--- config.mk ---
export PLATFORM = sky130hd
export DESIGN_NAME = rq_scheduler
export DESIGN_NICKNAME = d
export VERILOG_FILES = /design/src/rtl/rq_scheduler.sv
export SDC_FILE = /design/constraint.sdc
export NUM_CORES = 1
export LEC_CHECK = 0
export CORE_ASPECT_RATIO = 0.5
export CORE_UTILIZATION = 50
export CTS_BUF_LIST = sky130_fd_sc_hd__clkbuf_16
export CTS_CLUSTER_DIAMETER = 100
export DETAILED_ROUTE_END_ITERATION = 7
export PLACE_DENSITY = 0.77
export SLEW_MARGIN = 30
export SYNTH_ARGS = -nofsm -noshare
export SYNTH_HDL_FRONTEND = slang
export SYNTH_SLANG_ARGS = --single-unit
--- constraint.sdc ---
create_clock -name clk80MHz -period 1.46 [get_ports clk80MHz]
set_input_delay 0.438 -clock clk80MHz [delete_from_list [all_inputs] [get_ports clk80MHz]]
set_output_delay 0.438 -clock clk80MHz [all_outputs]
set_load 0.02 [all_outputs]
--- src/rtl/rq_scheduler.sv ---
// Shared-request-line scheduler: synchronizes per-channel strobes, divides them down,
// and issues round-robin RQ pulses of programmable width separated by a fixed gap.
module rq_scheduler #(
  parameter int NCH = 4,
  parameter int GAP = 2
) (
  input  logic           clk80MHz,
  input  logic           rst,
  input  logic [NCH-1:0] val,
  input  logic [NCH-1:0] en,
  input  logic [1:0]     div_cfg,
  input  logic [4:0]     width_cfg,
  input  logic           clr_ovf,
  output logic           RQ,
  output logic [1:0]     rq_id,
  output logic           busy,
  output logic [NCH-1:0] ovf
);

  typedef enum logic [1:0] {IDLE, PULSE, SPACE} state_t;

  logic [NCH-1:0] val_p0, val_p1, val_p2;
  logic [NCH-1:0] stb_rise, comp, ovf_set, req, grant, pend;
  logic [1:0]     cnt [NCH];

  state_t      state_q, state_d;
  logic [4:0]  pcnt_q, pcnt_d, width_q, width_d;
  logic [2:0]  gcnt_q, gcnt_d;
  logic [1:0]  last_grant, last_grant_d, rq_id_d, win, cand;
  logic        win_vld, try_grant;

  // Stage p0/p1: two-flop synchronizer; p2: history flop for rising-edge detect
  always_ff @(posedge clk80MHz) begin
    if (rst) begin
      val_p0 <= '0;
      val_p1 <= '0;
      val_p2 <= '0;
    end else begin
      val_p0 <= val;
      val_p1 <= val_p0;
      val_p2 <= val_p1;
    end
  end

  always_comb begin
    stb_rise = val_p1 & ~val_p2;
    comp     = '0;
    ovf_set  = '0;
    for (int i = 0; i < NCH; i++) begin
      comp[i]    = en[i] & stb_rise[i] & (cnt[i] >= div_cfg);
      // A grant retiring the old request absorbs a simultaneous new completion
      ovf_set[i] = comp[i] & pend[i] & ~grant[i];
    end
  end

  always_ff @(posedge clk80MHz) begin
    if (rst) begin
      pend <= '0;
      ovf  <= '0;
      for (int i = 0; i < NCH; i++) cnt[i] <= '0;
    end else begin
      ovf <= (clr_ovf ? '0 : ovf) | ovf_set;
      for (int i = 0; i < NCH; i++) begin
        if (!en[i]) begin
          cnt[i]  <= '0;
          pend[i] <= 1'b0;
        end else begin
          if (stb_rise[i]) cnt[i] <= comp[i] ? 2'd0 : cnt[i] + 2'd1;
          if (comp[i])       pend[i] <= 1'b1;
          else if (grant[i]) pend[i] <= 1'b0;
        end
      end
    end
  end

  // Round-robin pick: descending scan so the nearest channel after last_grant wins
  always_comb begin
    req     = pend & en;
    win_vld = 1'b0;
    win     = last_grant;
    cand    = '0;
    for (int k = NCH; k >= 1; k--) begin
      cand = last_grant + 2'(k);
      if (req[cand]) begin
        win_vld = 1'b1;
        win     = cand;
      end
    end
  end

  always_comb begin
    state_d      = state_q;
    pcnt_d       = pcnt_q;
    gcnt_d       = gcnt_q;
    width_d      = width_q;
    rq_id_d      = rq_id;
    last_grant_d = last_grant;
    grant        = '0;
    try_grant    = 1'b0;
    case (state_q)
      IDLE:  try_grant = 1'b1;
      PULSE: begin
        if (pcnt_q == width_q) begin
          state_d = SPACE;
          gcnt_d  = '0;
        end else begin
          pcnt_d = pcnt_q + 5'd1;
        end
      end
      SPACE: begin
        // Last gap cycle arbitrates directly so RQ stays low exactly GAP cycles
        if (gcnt_q == 3'(GAP - 1)) begin
          state_d   = IDLE;
          try_grant = 1'b1;
        end else begin
          gcnt_d = gcnt_q + 3'd1;
        end
      end
      default: state_d = IDLE;
    endcase
    if (try_grant && win_vld) begin
      state_d      = PULSE;
      pcnt_d       = '0;
      width_d      = width_cfg;
      rq_id_d      = win;
      last_grant_d = win;
      grant[win]   = 1'b1;
    end
  end

  always_ff @(posedge clk80MHz) begin
    if (rst) begin
      state_q    <= IDLE;
      pcnt_q     <= '0;
      gcnt_q     <= '0;
      width_q    <= '0;
      last_grant <= 2'd3;
      rq_id      <= '0;
      RQ         <= 1'b0;
      busy       <= 1'b0;
    end else begin
      state_q    <= state_d;
      pcnt_q     <= pcnt_d;
      gcnt_q     <= gcnt_d;
      width_q    <= width_d;
      last_grant <= last_grant_d;
      rq_id      <= rq_id_d;
      RQ         <= (state_d == PULSE);
      busy       <= (state_d != IDLE);
    end
  end

endmodule

==> impl_metrics.ini, run 1 <==
[run_status]
outcome = finished with violations
violations = setup timing

[cells_and_area]
fillers = 233
stdcell_area_um2 = 3362
layout.nets = 342
multi_input_area_um2 = 1488
diodes = 0
syn_to_final_growth_pct = 47.96
seqCellArea_um2 = 1076
layout-drive-gt1-share_pct = 37.90

[pwr]
power_mw = 2.915
vdd_drop_max_mv = 0.4864
powerDensity_nw_per_um2 = 867.2
p_leak_nw = 1.341

[synthesis]
yosysTopAreaCell = dfxtp_1
synth_commonest_cells = dfxtp_1, nor2_1, nand2_1
synth_edf_count = 8
syn_nets = 274
ys_warn_count = 0
yosysMostFrequentCell = dfxtp_1
synth.top_cell.area_share_pct = 36.12
ys_async_sr_fraction_pct = 0
ys_ff_latch = 49
synth.avg_cell_area_um2 = 9.274
synth-seq-area-share_pct = 46.70
netlist_top_cells_area = dfxtp_1, edfxtp_1, ha_1, nor2b_1, nor2_1
syn_inst = 245
synth_flop_cell = dfxtp_1
synth.distinct_cells = 45
synth_area_um2 = 2272

[setup_path]
cpMaxStageDelayCell = dfxtp_4
required_ns = 1.63
cpPeakStageDelay_ns = 0.37
crit_chain = nand3b_1 > buf_4 > a22oi_2 > nand2_4 > o311ai_4 > a21oi_1
crit_path_start_kind = flop
endpoint_kind = flop
worstPathArrival_ns = 1.82
path_class = reg -> reg
cp_max_fo = 7

[sta]
worst-slew-pin-transition_ns = 0.3295
fmax_mhz = 605.2
rsz0062_at_grt = yes
worst_clock_skew_ns = 0.004627
period_minus_slack_ns = 1.652
slew_viol_final = 0
hold_violations = 0
slew_headroom_pct = 78.04
finalSetupViolCount = 19
setup_slack_ns = -0.1923
tns_ns = -1.585
period_share_pct = 113.2

[routing]
remaining_drc_errors = 0
num_vias = 2077
drt_iter0_drc = 113
dr.pass1.iters = 7
routed_wl_um = 6418
via_per_inst = 5.644
ant_nets = 0
avgRoutedWirePerCell_um = 17.44

[placement]
placedInstanceArea_um2 = 2865
portBuffers = 25
gp_congestion = 0.9073
hpwl_um = 3673

[cts]
clkSlewWorstSetupHoldPaths_ns = 0.06
h-tree-depth = 2
cts_buffers = 5
ctsRootBufferMaster = clkbuf_16
clockBufferDepth = 2
clock_sinks = 49
tritoncts = built
clk_latency_ns = 0.28
cts_hold_buffers = 0

[floorplanning]
dieArea_um2 = 4834
rows = 16
core_um2 = 4124
start_util_pct = 55.10
dieWidth_um = 97.34
ios = 26
die_y_um = 49.67

[global_routing]
grt_pass1_wl_um = 9059
gr-usage-all-layers_pct = 24.08
antenna_found_initial = 0
grt_pass1_vias = 1971
grt_overflow = 0
grt_max_degree = 15

[hold_path]
min_path_type = reg -> reg

[flow_run]
maxCapViolCount = 0
==> repair_timing <==
action | 4_1_cts | 5_1_grt
pin swaps | 16 | 29
endpoints found under the setup margin | 41 | 37
cloned | 1 | 0
setup buffers | 7 | 3
hold endpoints to repair | 0 | 0
resized for setup | 51 | 60
==> registers in the layout, indices dropped and copies added (netlist names) <==
signal      cells
state_q         2
val_p1          4
last_grant      2
cnt             8
RQ              1
pcnt_q          5
pend            4
busy            1
val_p0          4
val_p2          4
width_q         5
rq_id           2
gcnt_q          3
ovf             4
==> through the flow <==
step	worst slack [ns]	utilization (%)	std cells	hold slack (ns)
final	-0.1923	81.52	368	0.4376
after floorplan	-0.01321	-	245	0.4138
after detailed placement	-0.7301	69.48	350	0.4287
after CTS	-0.05560	75.64	366	0.4427
after global routing	-0.2044	81.52	368	0.4628
after global placement	-0.6817	69.48	350	0.4170
==> cells by family (layout without fill, tap and decap cells) <==
| family | count (synthesis) | after routing | synth area share [%] |
|---|---|---|---|
| and+or+nand+nor | 112 | 112 | 25.99 |
| xor gates and xnor gates | 12 | 12 | 4.626 |
| DFF | 49 | 49 | 46.70 |
| buffers and inverters | 14 | 83 | 2.808 |
| adders and majority gates | 11 | 11 | 6.057 |
| AOI/OAI and AO/OA | 47 | 47 | 13.82 |
==> power breakdown <==
group,internal (mW),switching [mW]
clock network,0.620,0.468
registers,1.40,0.0256
logic,0.206,0.193
==> worst paths after layout <==
| path | slack [ns] | from | endpoint | cells after the start |
|---|---|---|---|---|
| max | -0.19 | last_grant[1]$_SDFFE_PP1P_ | ovf[1]$_SDFF_PP0_ | 6 |
| min | 0.44 | val_p0[2]$_SDFF_PP0_ | val_p1[2]$_SDFF_PP0_ | 1 |
| max reg2reg | -0.19 | last_grant[1]$_SDFFE_PP1P_ | ovf[1]$_SDFF_PP0_ | 6 |
| min reg2reg | 0.44 | val_p0[2]$_SDFF_PP0_ | val_p1[2]$_SDFF_PP0_ | 1 |
==> worst max-delay path, delay by kind of cell, from the launching register on <==
kind	cells	cell delay, ns
buf+inv	1	0.18
simple gates	2	0.38
compound gates	3	0.62
flops	1	0.37
==> metal layers <==
metal / global-route usage, % / wire length [µm] / vias to the layer above
met4: 9.559 / 287 / 0
met1: 29.42 / 2594 / 970
met3: 4.539 / 340 / 31
li1: - / - / 987
met5: 0 / 0 / -
met2: 42.72 / 3196 / 89
==> cell usage in the layout, fill, tap and decap left out, drive strengths merged, types with 6 or more instances in the layout <==
cell type,count
dfxtp,41
ha,11
a21oi,20
inv,8
o21ai,6
nand2,26
nor2b,19
nor2,28
xnor2,7
dlygate4sd2,8
clkdlybuf4s50,11
nand2b,14
edfxtp,8
buf,46
==> final cells by class <==
cell class / instances / area share (%)
well taps: 54 / 2.010
inverters: 8 / 0.8932
flip-flops and latches: 49 / 32.01
repair buffers: 67 / 16.75
multi-input cells: 182 / 44.25
clock buffers: 5 / 3.722
clock inverters: 3 / 0.3722
Note: power is estimated with default switching activity, not from simulation.
==> run 2, diff against run 1 <==
CAP_MARGIN = 20   (was not set)
==> results of run 2 <==
Same layout as run 1: the final DEF is identical, and so are final timing and power.
==> run 3, diff against run 2 <==
CTS_CLUSTER_DIAMETER = 50   (was 100)
==> results of run 3 <==
Same layout as run 1: the final DEF is identical, and so are final timing and power.
